==> src/rtl/plataform_renderer.sv <==
// Purpose: render RGB332 pixels for a scrolling platform with a hole; bounds shadowed once per frame.
// Latency: 2 clk from pixel/sync inputs to rgb, in_plataform, hsync_out, vsync_out, video_on_out.
// Backpressure: none; a free-running pixel stream is accepted every clock.
// Optional build macro PLAT_BORDER_EN: top and bottom platform rows render EDGE_COLOR.
module plataform_renderer #(
    parameter logic [9:0] H_ACTIVE   = 10'd640,
    parameter logic [9:0] V_ACTIVE   = 10'd480,
    parameter logic [7:0] PLAT_COLOR = 8'hB6,
    parameter logic [7:0] BG_COLOR   = 8'h03,
    parameter logic [7:0] EDGE_COLOR = 8'hFF
) (
    input  logic       clk,
    input  logic       reset_n,
    input  logic [9:0] pixel_x,
    input  logic [9:0] pixel_y,
    input  logic       video_on,
    input  logic       hsync_in,
    input  logic       vsync_in,
    input  logic       frame_start,
    input  logic [9:0] plataform_start,
    input  logic [9:0] plataform_end,
    input  logic [9:0] hole_start,
    input  logic [9:0] hole_end,
    output logic [7:0] rgb,
    output logic       hsync_out,
    output logic       vsync_out,
    output logic       video_on_out,
    output logic       in_plataform
);

    // Shadow bounds: only these feed the render path, so bound inputs may change freely mid-frame.
    logic [9:0] s_plat_start_q, s_plat_end_q, s_hole_start_q, s_hole_end_q;

    // Stage-1 registers.
    logic row_hit_q, col_hole_q, col_ok_q;
    logic vid1_q, hs1_q, vs1_q;
    logic row_hit_d, col_hole_d, col_ok_d;

    // Stage-2 registers (drive the outputs directly).
    logic [7:0] rgb_q, rgb_d;
    logic       in_plat_q, in_plat_d;
    logic       vid2_q, hs2_q, vs2_q;

`ifdef PLAT_BORDER_EN
    logic edge_q, edge_d;
`endif

    // Shadow latch: new bounds take effect the cycle after the frame_start pulse.
    always_ff @(posedge clk) begin
        if (!reset_n) begin
            s_plat_start_q <= '0;
            s_plat_end_q   <= '0;
            s_hole_start_q <= '0;
            s_hole_end_q   <= '0;
        end else if (frame_start) begin
            s_plat_start_q <= plataform_start;
            s_plat_end_q   <= plataform_end;
            s_hole_start_q <= hole_start;
            s_hole_end_q   <= hole_end;
        end
    end

    // Stage-1 compares; an empty or inverted range simply never matches, so no wrap handling is needed.
    always_comb begin
        row_hit_d  = (pixel_y >= s_plat_start_q) && (pixel_y < s_plat_end_q) && (pixel_y < V_ACTIVE);
        col_hole_d = (s_hole_end_q > s_hole_start_q) && (pixel_x >= s_hole_start_q)
                     && (pixel_x < s_hole_end_q);
        col_ok_d   = (pixel_x < H_ACTIVE);
`ifdef PLAT_BORDER_EN
        // row_hit_d guarantees a non-empty platform, so s_plat_end_q - 1 cannot underflow here.
        edge_d     = row_hit_d && ((pixel_y == s_plat_start_q) || (pixel_y == s_plat_end_q - 10'd1));
`endif
    end

    // Stage-1 pipeline: compare results plus sync/blank aligned with them.
    always_ff @(posedge clk) begin
        if (!reset_n) begin
            row_hit_q  <= 1'b0;
            col_hole_q <= 1'b0;
            col_ok_q   <= 1'b0;
            vid1_q     <= 1'b0;
            hs1_q      <= 1'b0;
            vs1_q      <= 1'b0;
`ifdef PLAT_BORDER_EN
            edge_q     <= 1'b0;
`endif
        end else begin
            row_hit_q  <= row_hit_d;
            col_hole_q <= col_hole_d;
            col_ok_q   <= col_ok_d;
            vid1_q     <= video_on;
            hs1_q      <= hsync_in;
            vs1_q      <= vsync_in;
`ifdef PLAT_BORDER_EN
            edge_q     <= edge_d;
`endif
        end
    end

    // Stage-2 colour select: blanking forces black, otherwise platform vs background.
    always_comb begin
        rgb_d     = 8'h00;
        in_plat_d = 1'b0;
        if (vid1_q) begin
            if (row_hit_q && col_ok_q && !col_hole_q) begin
                in_plat_d = 1'b1;
`ifdef PLAT_BORDER_EN
                rgb_d     = edge_q ? EDGE_COLOR : PLAT_COLOR;
`else
                rgb_d     = PLAT_COLOR;
`endif
            end else begin
                rgb_d     = BG_COLOR;
            end
        end
    end

    // Stage-2 pipeline: output registers.
    always_ff @(posedge clk) begin
        if (!reset_n) begin
            rgb_q     <= 8'h00;
            in_plat_q <= 1'b0;
            vid2_q    <= 1'b0;
            hs2_q     <= 1'b0;
            vs2_q     <= 1'b0;
        end else begin
            rgb_q     <= rgb_d;
            in_plat_q <= in_plat_d;
            vid2_q    <= vid1_q;
            hs2_q     <= hs1_q;
            vs2_q     <= vs1_q;
        end
    end

    assign rgb          = rgb_q;
    assign in_plataform = in_plat_q;
    assign video_on_out = vid2_q;
    assign hsync_out    = hs2_q;
    assign vsync_out    = vs2_q;

endmodule

==> config.mk <==
export PLATFORM = sky130hd
export DESIGN_NAME = plataform_renderer
export DESIGN_NICKNAME = d
export VERILOG_FILES = /design/src/rtl/plataform_renderer.sv
export SDC_FILE = /design/constraint.sdc
export NUM_CORES = 1
export LEC_CHECK = 0
export CELL_PAD_IN_SITES_DETAIL_PLACEMENT = 1
export CELL_PAD_IN_SITES_GLOBAL_PLACEMENT = 2
export CORE_MARGIN = 1.5
export CORE_UTILIZATION = 26
export DETAILED_ROUTE_END_ITERATION = 8
export PLACE_DENSITY_LB_ADDON = 0.3
export SETUP_SLACK_MARGIN = 0.02
export SLEW_MARGIN = 20
export SYNTH_ARGS = -nofsm -noshare
export SYNTH_HDL_FRONTEND = slang
export SYNTH_SLANG_ARGS = --single-unit
==> constraint.sdc <==
create_clock -name clk -period 1.94 [get_ports clk]
set_clock_uncertainty 0.2 [all_clocks]
set_input_delay 0.291 -clock clk [delete_from_list [all_inputs] [get_ports clk]]
set_output_delay 0.291 -clock clk [all_outputs]
set_load 0.005 [all_outputs]
; ---- Word-level counts from Yosys, hierarchy flattened
; Cells that the tools add are included.
[totals]
regBits = 58
in_bits = 66
out_inout_bits = 12
wordCells = 32
[op_classes]
order_cmp = 7
n_mux = 2
n_reduce_logical = 8
[op_table]
columns = op, count
row1 = $ge 10x10->1, 2
row2 = $lt 10x10->1, 2
row3 = $gt 10x10->1, 1
row4 = $lt 10x10->1 const B, 1
row5 = $lt 10x9->1 const B, 1
row6 = $mux 8, 1
row7 = $logic_and 1x1->1, 6
row8 = $reduce_and 2->1, 1
row9 = $logic_not 1->1, 1
row10 = $mux 1, 1

; ---- Logic depth before layout (Yosys ltp)
; Gate-level depths: netlist of the first run.
[logic_depth]
ltp_word = 3
mapped_depth = 7
ltp_nobuf = 7

; ---- Worst setup path before layout of the first run
; No wires, ideal clock.
[synth_timing]
path_type = reg-to-reg
from = register s_hole_start_q[7]
to = register col_hole_q
setup_time_ns = 0.060
t_arrival_ns = 1.658
required_ns = 1.680
slack_ns = 0.022
stages_incl_launch_ff = 8
n_path_buf = 0
synth_period_minus_slack_ns = 1.918
cell_sequence = dfxtp_1 -> inv_1 -> ha_1 -> nand4_1 -> nor2_1 -> a311o_1 -> a2111oi_2 -> o311a_1
[synth_via]
elab_chain_len = 3
elab_cells_between_ends = 4
classes_between = order compare (2) / reduce/logical (2)
[synth_lines]
columns = item, line_no
row1 = start: declaration, 32  ; logic [9:0] s_plat_start_q, s_plat_end_q, s_hole_start_q, s_hole_end_q;
row2 = start signal: assignment, 58  ; s_hole_start_q <= hole_start;
row3 = $gt 10x10->1 or $ge 10x10->1 (tied branches), 66  ; col_hole_d = (s_hole_end_q > s_hole_start_q) && (pixel_x >= s_hole_start_q)
row4 = $logic_and 1x1->1 (*), 66
row5 = $logic_and 1x1->1 (*), 67  ; && (pixel_x < s_hole_end_q);
row6 = end signal: assignment, 89  ; col_hole_q <= col_hole_d;
row7 = end: declaration, 35  ; logic row_hit_q, col_hole_q, col_ok_q;
; Mark *: on every way between the ends. The rest lies on a longest branch, timed or not.
; A chain may end at the register's enable or synchronous reset.

; ---- Worst setup path after layout of the first run
[layout_timing]
from = register s_hole_end_q[3]
to = register col_hole_q
[layout_via]
elab_chain_len = 3
elab_cells_between_ends = 4
classes_between = order compare (2) / reduce/logical (2)
[layout_lines]
columns = item, line_no
row1 = start: declaration, 32
row2 = start signal: assignment, 59  ; s_hole_end_q <= hole_end;
row3 = $gt 10x10->1, 66
row4 = $logic_and 1x1->1, 66
row5 = $logic_and 1x1->1 (*), 67
; Marks and branches as above.

==> results of run 1 <==
area by class of cell:
cell class              instances  area [µm²]  area share (%)
well taps                     140         175            4.24
repair buffers                107        1000            24.2
multi-input cells             207        1650            40.1
flip-flops and latches         52        1050            25.5
clock buffers                   5        68.8            1.67
inverters                      43         161            3.91
clock inverters                 2        16.3           0.394
path summary, 6_finish.rpt:
kind	depth (start not counted)	end	slack, ns	start
worst max-delay path	8	col_hole_q	0.05	s_hole_end_q[3]
worst min-delay path	1	hsync_out	0.25	hs1_q
worst max register to register	8	col_hole_q	0.05	s_hole_end_q[3]
worst min register to register	1	hsync_out	0.25	hs1_q
power breakdown:
part	total, mW	internal [mW]	switching, mW	leakage [nW]
Clock	0.641	0.253	0.388	0.0406
Combinational	0.598	0.345	0.253	1.40
Sequential	1.16	1.13	0.0313	0.432
Total	2.40	1.73	0.673	1.88
state kept, by name, indices dropped and copies added, names as in the netlist:
name / flops
vs1_q: 1
vid1_q: 1
s_plat_start_q: 10
video_on_out: 1
col_hole_q: 1
col_ok_q: 1
hsync_out: 1
rgb: 3
s_hole_start_q: 10
s_hole_end_q: 10
hs1_q: 1
s_plat_end_q: 10
vsync_out: 1
row_hit_q: 1
routing by layer:
layer | global-route usage (%) | vias up | wire [µm] | part of all wire (%)
li1 | - | 1259 | - | -
met1 | 15.3 | 1137 | 3330 | 45
met2 | 24.3 | 56 | 3590 | 49
met3 | 2.57 | 10 | 285 | 3.9
met4 | 4.23 | 0 | 119 | 1.6
met5 | 0 | - | 0 | 0
cells in the mapped netlist:
library cell and n:
ha_1 48, and2_1 5, nor2_1 45, a221oi_1 1
and4_1 1, nand2_1 4, dfxtp_1 52, o2111ai_1 1
inv_1 42, nand3_1 4, a311o_1 1, o21ai_0 4
a21o_1 10, o311a_1 1, nand2b_1 3, buf_2 4
mux2i_1 40, nor2b_1 4, o21a_1 1, conb_1 1
nor3_1 3, a2111oi_2 1, nor4_1 1, a21oi_1 15
nand4_1 8, clkbuf_1 5, inv_2 1, a211oi_1 2
o211ai_1 2, buf_4 6
cells by family (layout without fill, tap and decap cells):
| group | after synthesis | after routing | synth area share, % |
|---|---|---|---|
| AND/OR/NAND/NOR | 78 | 78 | 12.3 |
| buffers and inverters | 58 | 157 | 8.43 |
| flip-flops | 52 | 52 | 35.8 |
| adder cells (fa/ha/maj) | 48 | 48 | 20.6 |
| multiplexers | 40 | 40 | 13.8 |
| AO/OA/AOI/OAI | 39 | 39 | 8.94 |
| other | 1 | 2 | 0.129 |
worst max-delay path: stages (launching register included):
cell and delay (ns):
dfxtp_2 0.34, buf_4 0.10, inv_1 0.03, ha_1 0.28, a21o_1 0.18, nand3_1 0.09, a21oi_2 0.06, a2111oi_2 0.35
o311a_1 0.21
what timing repair did:
item,CTS,global route
buffers inserted,0,0
endpoints found under the setup margin,2,2
resized for setup,13,4
pin swaps,12,2
==> results.md, run 1 <==
| Stage | Parameter | This run |
|---|---|---|
| floorplan | Core area | 0.0109 mm² |
| placement | Placer's final routability congestion estimate | 0.732 |
| synthesis | Sequential area share after synthesis | 35.8% |
| clock network | # hold bufs at CTS | 0 |
| floorplan | Horizontal die dimension | 109 µm |
| sta | Final Max Slew Viols | 0 |
| drt | Drt wl/cell | 13.2 µm |
| clock network | Master cell of the clock root buffer | clkbuf_8 |
| cells and area | Share of the core filled with cells | 37.9% |
| cells and area | Top library cells by usage in the layout, fill and taps aside | clkdlybuf4s50_1 (72), ha_1 (48), nor2_1 (45) |
| critical path | Top fanout value on the critical path | 2 |
| pwr | Worst VDD drop | 0.279 mV |
| pwr | Final Power | 2.40 mW |
| floorplan | Die Y-Extent | 109 µm |
| floorplan | Total Die Area | 0.0118 mm² |
| grt | Combined global-route utilization of all metal layers | 13.2% |
| synthesis | Count of state elements after synthesis | 52 |
| critical path | Kind of critical path | register to register |
| cells and area | Post-Layout Inst Area | 0.00413 mm² |
| floorplan | Starting Density | 26.7% |
| sta | F_max | 528 MHz |
| run status | Result of the run | completed |
| drt | Detailed Route Iter0 Violations | 52 |
| cells and area | Number of antenna repair diodes | 0 |
| sta | Final cycle utilization of the critical path | 97.6% |
| synthesis | Avg Synthesized Cell Area | 9.21 µm² |
| grt | Largest net degree at the start of global routing | 42 |
| floorplan | Rows | 38 |
| floorplan | Ports placed on the boundary | 78 |
| sta | Final hold slack | 0.250 ns |
| grt | Global-route wire length before repair | 12200 µm |
| synthesis | Number of distinct library cell variants in the gate-level netlist after synthesis | 30 |
| cells and area | Most common cell after layout, fill and taps aside | clkdlybuf4s50_1 |
| pwr | Leakage | 1.88 nW |
| drt | Total routed wirelength | 7330 µm |
| critical path | Type of destination of the critical path | register |
| clock network | Max Buffers Root-to-Sink | 2 |
| sta | Endpoints failing hold | 0 |
| grt | Number of antenna violations at the first check in global routing | 0 |
| placement | Placed wire-length estimate after detailed placement | 5780 µm |
| clock network | Number of H-tree levels | 2 |
| clock network | Num CTS Buffers | 5 |
| placement | Placed instance count | 549 |
| drt | Number of detailed-routing iterations run before antenna repair | 4 |
| clock network | CTS tree | done |
| critical path | Startpoint type of the worst setup path | register |
| sta | Setup WS post-layout | 0.0475 ns |
| sta | Final min period | 1.89 ns |
| cells and area | Net total in the final layout | 530 |
| cells and area | Fraction of final layout cells sized beyond drive strength 1 | 13.5% |
| synthesis | Share of Yosys cell area claimed by the top area cell type | 35.8% |
| cells and area | Area Overhead vs Synth | 41.8% |
| synthesis | Post-Synthesis Cell Area | 0.00291 mm² |
| synthesis | Cell types occupying the most area after synthesis | dfxtp_1 (36%), ha_1 (21%), mux2i_1 (14%) |
| min path | Class of the tightest hold or removal check | register to register |
| sta | Number of setup violations in the final report | 0 |
| placement | Number of port buffers | 75 |
| grt | Total gr overflow | 0 |
| sta | Setup TNS | 0 ns |
| critical path | Data arrival time of the critical path | 1.95 ns |
| flow run | Reported max-cap violation count | 0 |
| critical path | Data required time at the worst endpoint | 2.00 ns |
| cells and area | Final cell count without fillers | 556 |
| cells and area | Filler instances | 1284 |
| pwr | Cell area power density | 581 mW/mm² |
| drt | Routed vias/inst | 4.43 |
| clock network | Clock-pin slew on the worst setup and hold paths | 0.10 ns |
| synthesis | Number of instances in the synthesized netlist | 316 |
| drt | Antenna Violating Nets Remaining | 0 |
| synthesis | Cell taking the most area after synthesis | dfxtp_1 |
| sta | Setup repair after global routing missed its margin | true |
| drt | Vias post-DR | 2462 |
| grt | Number of global-route vias before repair | 2662 |
| clock network | Latest clock arrival within the worst-skew pair | 0.31 ns |
| placement | Area of placed instances | 0.00400 mm² |
| clock network | Number of clock sinks | 52 |
| synthesis | Yosys warning count | 0 |
| drt | DRC violations left | 0 |
| placement | Worst slack after detailed placement | -0.390 ns |
Power figures use the tool's default switching activity.
==> inputs of run 2 (changes only) <==
--- a/config.mk
+++ b/config.mk
@@ -10,9 +10,8 @@
 export CORE_MARGIN = 1.5
 export CORE_UTILIZATION = 26
 export DETAILED_ROUTE_END_ITERATION = 8
-export PLACE_DENSITY_LB_ADDON = 0.3
+export PLACE_DENSITY_LB_ADDON = 0.1
 export SETUP_SLACK_MARGIN = 0.02
-export SLEW_MARGIN = 20
 export SYNTH_ARGS = -nofsm -noshare
 export SYNTH_HDL_FRONTEND = slang
 export SYNTH_SLANG_ARGS = --single-unit
==> results.md, run 2 (synthesis results as in run 1) <==
| Stage | Parameter | This run |
|---|---|---|
| grt | Global-route wire length before repair | 12200 µm |
| clock network | CTS tree | done |
| clock network | # hold bufs at CTS | 0 |
| pwr | Cell area power density | 623 mW/mm² |
| run status | Violated checks | setup timing |
| min path | Origin of the worst min-delay path | hs1_q |
| sta | Setup WS post-layout | -0.0338 ns |
| cells and area | Number of antenna repair diodes | 0 |
| critical path | Sum of buffers and inverters on the critical path | 1 |
| drt | Antenna Violating Nets Remaining | 0 |
| run status | Result of the run | finished, violations left |
| drt | Detailed Route Iter0 Violations | 35 |
| grt | Largest net degree at the start of global routing | 42 |
| critical path | Top fanout value on the critical path | 2 |
| floorplan | Ports placed on the boundary | 78 |
| cells and area | Final cell count without fillers | 564 |
| drt | Vias post-DR | 2485 |
| grt | Total gr overflow | 0 |
| floorplan | Starting Density | 26.7% |
| critical path | Type of destination of the critical path | register |
| drt | Number of detailed-routing iterations run before antenna repair | 4 |
| grt | Number of antenna violations at the first check in global routing | 0 |
| clock network | Max Buffers Root-to-Sink | 2 |
| sta | Final cycle utilization of the critical path | 102% |
| pwr | Worst VDD drop | 0.416 mV |
| critical path | Slowest cell delay on critical path | 0.38 ns |
| clock network | Clock-pin slew on the worst setup and hold paths | 0.11 ns |
| sta | F_max | 507 MHz |
| clock network | Num CTS Buffers | 5 |
| floorplan | Core area | 0.0109 mm² |
| pwr | Leakage | 1.97 nW |
| critical path | Critical Path Slowest Stage Cell | a311o_1 |
| critical path | Kind of critical path | register to register |
| critical path | Data arrival time of the critical path | 2.04 ns |
| grt | Number of global-route vias before repair | 2585 |
| min path | Class of the tightest hold or removal check | register to register |
| clock network | Latest clock arrival within the worst-skew pair | 0.32 ns |
| sta | Setup repair after global routing missed its margin | true |
| cells and area | Most common cell after layout, fill and taps aside | clkdlybuf4s50_1 |
| sta | Final Max Slew Viols | 0 |
| floorplan | Total Die Area | 0.0118 mm² |
| placement | Number of port buffers | 75 |
| placement | Placer's final routability congestion estimate | 0.743 |
| critical path | Top cell family by delay on the critical path | compound AO/OA/AOI/OAI gates |
| cells and area | Area Overhead vs Synth | 50.6% |
| drt | Drt wl/cell | 13.3 µm |
| floorplan | Die Y-Extent | 109 µm |
| placement | Placed instance count | 553 |
| sta | Final min period | 1.97 ns |
| grt | Combined global-route utilization of all metal layers | 13.5% |
| critical path | Startpoint type of the worst setup path | register |
| critical path | Reg-to-reg startpoint | s_hole_start_q[5] |
| clock network | Number of clock sinks | 52 |
| clock network | Number of H-tree levels | 2 |
| cells and area | Fraction of final layout cells sized beyond drive strength 1 | 20.5% |
| clock network | Master cell of the clock root buffer | clkbuf_8 |
| sta | Final hold slack | 0.251 ns |
| floorplan | Rows | 38 |
| drt | DRC violations left | 0 |
| cells and area | Filler instances | 1267 |
| flow run | Reported max-cap violation count | 0 |
| drt | Routed vias/inst | 4.41 |
| cells and area | Net total in the final layout | 537 |
| critical path | CP Cell Sequence | inv_2, ha_4, nand4_1, nor2_2, a311o_1, a2111oi_4, o311a_1 |
| drt | Total routed wirelength | 7520 µm |
| cells and area | Top library cells by usage in the layout, fill and taps aside | clkdlybuf4s50_1 (71), nor2_1 (44), mux2i_1 (40), ha_1 (40) |
| placement | Placed wire-length estimate after detailed placement | 5980 µm |
| sta | Number of setup violations in the final report | 1 |
| floorplan | Horizontal die dimension | 109 µm |
| placement | Worst slack after detailed placement | -0.418 ns |
| critical path | Launch point of the worst path | s_hole_start_q[5] |
| critical path | Data required time at the worst endpoint | 2.01 ns |
| sta | Endpoints failing hold | 0 |
==> run 2: cell count changes in the layout (fill, tap and decap cells not counted), sizes merged <==
cell and change:
buf +7, bufinv +2, dlymetal6s2s +2, clkdlybuf4s50 -1, clkinvlp -1, dlygate4sd2 -1
==> run 2: through the flow <==
step	utilization, %	area (µm²)	power [mW]	setup TNS [ns]
floorplan	-	2910	1.48	0
global placement	37.2	4050	1.78	-0.603
detailed placement	37.2	4050	1.79	-0.669
CTS	38.7	4220	2.76	0
global route	40.3	4380	2.92	-0.121
finish	40.3	4380	2.73	-0.0338
==> run 2: what timing repair did <==
| action | in CTS | in global routing |
|---|---|---|
| gates resized for setup | 12 | 32 |
| cloned | 0 | 0 |
| pin swaps | 9 | 18 |
| setup endpoints to repair | 2 | 2 |
| buffers inserted | 1 | 2 |
==> run 2: routing by layer <==
layer	global-route usage, %	up-vias	routed length, µm
li1	-	1273	-
met1	14.9	1157	3160
met2	25.2	48	3890
met3	3.41	7	368
met4	4.32	0	98
met5	0	-	0
==> run 2: power by group <==
part	internal [mW]	total, mW	switching (mW)
clock network	0.520	0.918	0.398
logic	0.379	0.646	0.266
registers	1.13	1.17	0.0384
total	2.03	2.73	0.703
==> run 2: layout make-up <==
cell class              count  area, µm²  share of cell area, %
clock buffers               5       68.8                   1.57
clock inverters             3       68.8                   1.57
inverters                  43        164                   3.74
multi-input cells         207       1780                   40.5
flip-flops and latches     52       1060                   24.2
well taps                 140        175                   4.00
repair buffers            114       1070                   24.4
==> run 2: path summary, 6_finish.rpt <==
check	endpoint	slack (ns)	cells past startpoint
worst min register to register	hsync_out	0.25	1
worst max-delay path	col_hole_q	-0.03	7
worst min-delay path	hsync_out	0.25	1
worst max register to register	col_hole_q	-0.03	7
==> inputs of run 3 (changes only) <==
--- a/config.mk
+++ b/config.mk
@@ -9,8 +9,9 @@
 export CELL_PAD_IN_SITES_GLOBAL_PLACEMENT = 2
 export CORE_MARGIN = 1.5
 export CORE_UTILIZATION = 26
+export CTS_BUF_LIST = sky130_fd_sc_hd__clkbuf_8 sky130_fd_sc_hd__clkbuf_16
 export DETAILED_ROUTE_END_ITERATION = 8
-export PLACE_DENSITY_LB_ADDON = 0.1
+export PLACE_DENSITY = 0.84
 export SETUP_SLACK_MARGIN = 0.02
 export SYNTH_ARGS = -nofsm -noshare
 export SYNTH_HDL_FRONTEND = slang
==> results.md, run 3 (synthesis results as in run 1) <==
| Stage | Parameter | This run |
|---|---|---|
| grt | Number of global-route vias before repair | 2696 |
| critical path | Data required time at the worst endpoint | 2.01 ns |
| clock network | CTS tree | done |
| clock network | Num CTS Buffers | 5 |
| critical path | Kind of critical path | input pin to register |
| cells and area | Share of the core filled with cells | 38.9% |
| critical path | Data arrival time of the critical path | 1.95 ns |
| pwr | P_sw | 695 µW |
| drt | Detailed Route Iter0 Violations | 39 |
| flow run | Reported max-cap violation count | 0 |
| grt | Largest net degree at the start of global routing | 42 |
| floorplan | Core area | 0.0109 mm² |
| sta | F_max | 531 MHz |
| run status | Result of the run | completed |
| pwr | Part of the power in registers | 47.6% |
| grt | Global-route wire length before repair | 12700 µm |
| clock network | Clock-pin slew on the worst setup and hold paths | 0.11 ns |
| sta | Endpoints failing hold | 0 |
| pwr | Net Sw Frac | 28.5% |
| floorplan | Rows | 38 |
| drt | Number of detailed-routing iterations run before antenna repair | 4 |
| floorplan | Horizontal die dimension | 109 µm |
| floorplan | Total Die Area | 0.0118 mm² |
| critical path | Startpoint type of the worst setup path | input pin |
| clock network | Number of clock sinks | 52 |
| pwr | Cell area power density | 576 mW/mm² |
| grt | Total gr overflow | 0 |
| sta | Final cycle utilization of the critical path | 97.1% |
| grt | Number of antenna violations at the first check in global routing | 0 |
| cells and area | Top library cells by usage in the layout, fill and taps aside | clkdlybuf4s50_1 (71), ha_1 (46), dfxtp_1 (46) |
| placement | Placed instance count | 555 |
| min path | Class of the tightest hold or removal check | register to register |
| drt | Antenna Violating Nets Remaining | 0 |
| cells and area | Fraction of final layout cells sized beyond drive strength 1 | 16.3% |
| drt | Routed vias/inst | 4.49 |
| floorplan | Die Y-Extent | 109 µm |
| clock network | Number of H-tree levels | 2 |
| critical path | Top fanout value on the critical path | 2 |
| placement | Placed wire-length estimate after detailed placement | 6170 µm |
| sta | Number of setup violations in the final report | 0 |
| grt | Combined global-route utilization of all metal layers | 13.8% |
| sta | Final Max Slew Viols | 0 |
| cells and area | Area Overhead vs Synth | 45.5% |
| pwr | Final Power | 2.44 mW |
| drt | Drt wl/cell | 13.7 µm |
| clock network | Latest clock arrival within the worst-skew pair | 0.32 ns |
| cells and area | Net total in the final layout | 537 |
| drt | DRC violations left | 0 |
| placement | Number of port buffers | 75 |
| pwr | Combinational share of power | 25.8% |
| pwr | Relative contribution of the clock network to total power | 26.6% |
| pwr | Worst VDD drop | 0.308 mV |
| cells and area | Number of antenna repair diodes | 0 |
| drt | Vias post-DR | 2531 |
| pwr | Leakage | 1.92 nW |
| drt | Total routed wirelength | 7720 µm |
| cells and area | Most common cell after layout, fill and taps aside | clkdlybuf4s50_1 |
| placement | Placer's final routability congestion estimate | 0.797 |
| sta | Setup repair after global routing missed its margin | true |
| cells and area | Final cell count without fillers | 564 |
| sta | Setup TNS | 0 ns |
| pwr | Internal Pwr Total | 1.75 mW |
| floorplan | Starting Density | 26.7% |
| sta | Final min period | 1.88 ns |
| critical path | Type of destination of the critical path | register |
| clock network | Max Buffers Root-to-Sink | 2 |
| floorplan | Ports placed on the boundary | 78 |
| clock network | Master cell of the clock root buffer | clkbuf_8 |
[run 3: through the flow]
step / area (µm²) / setup slack [ns] / hold WS (ns)
finish: 4240 / 0.0560 / 0.249
global route: 4240 / -0.0303 / 0.282
CTS: 4180 / 0.0197 / 0.256
detailed placement: 4050 / -0.372 / 0.234
global placement: 4050 / -0.345 / 0.215
floorplan: 2910 / 0.0223 / 0.199
[run 3: timing repair]
item / CTS / global route
buffers inserted: 1 / 0
pin swaps: 10 / 4
endpoints found under the setup margin: 2 / 2
hold buffers: 0 / 0
endpoints found under the hold margin: 0 / 0
gates resized for setup: 11 / 13
[run 3: final cells by class]
class,instances,area (µm²)
timing repair buffer,114,1050
multi-input combinational,207,1700
tap,140,175
sequential,52,1050
clock buffer,5,68.8
clock inverter,3,23.8
inverter,43,161
fill,1256,6650
[run 3: metal layers]
metal / GRT usage [%] / share of wire, %
met1: 16.1 / 45
met2: 25.5 / 50
met3: 2.69 / 4.0
met4: 3.76 / 1.2
met5: 0 / 0
[run 3: critical path, cell delays in order]
cell and delay [ns]:
clkdlybuf4s50_1 0.44, buf_4 0.15, ha_1 0.19, a21o_1 0.18, nand3_1 0.09, a21oi_2 0.08
a2111oi_4 0.33, o311a_1 0.21
[run 3: power groups by stage]
stage                     combinational (mW)  sequential [mW]  clock, mW
after CTS                              0.621             1.16      0.676
after floorplan                        0.300             1.18          0
after detailed placement               0.603             1.18          0
after global placement                 0.580             1.18          0
after global routing                   0.709             1.17      0.712
final                                  0.629             1.16      0.650
[run 3: path summary, 6_finish.rpt]
kind	from	to	slack, ns	cells after the start
setup / recovery	pixel_x[2]	col_hole_q	0.06	8
hold / removal	hs1_q	hsync_out	0.25	1
setup reg to reg	s_hole_end_q[8]	col_hole_q	0.06	7
hold reg to reg	hs1_q	hsync_out	0.25	1
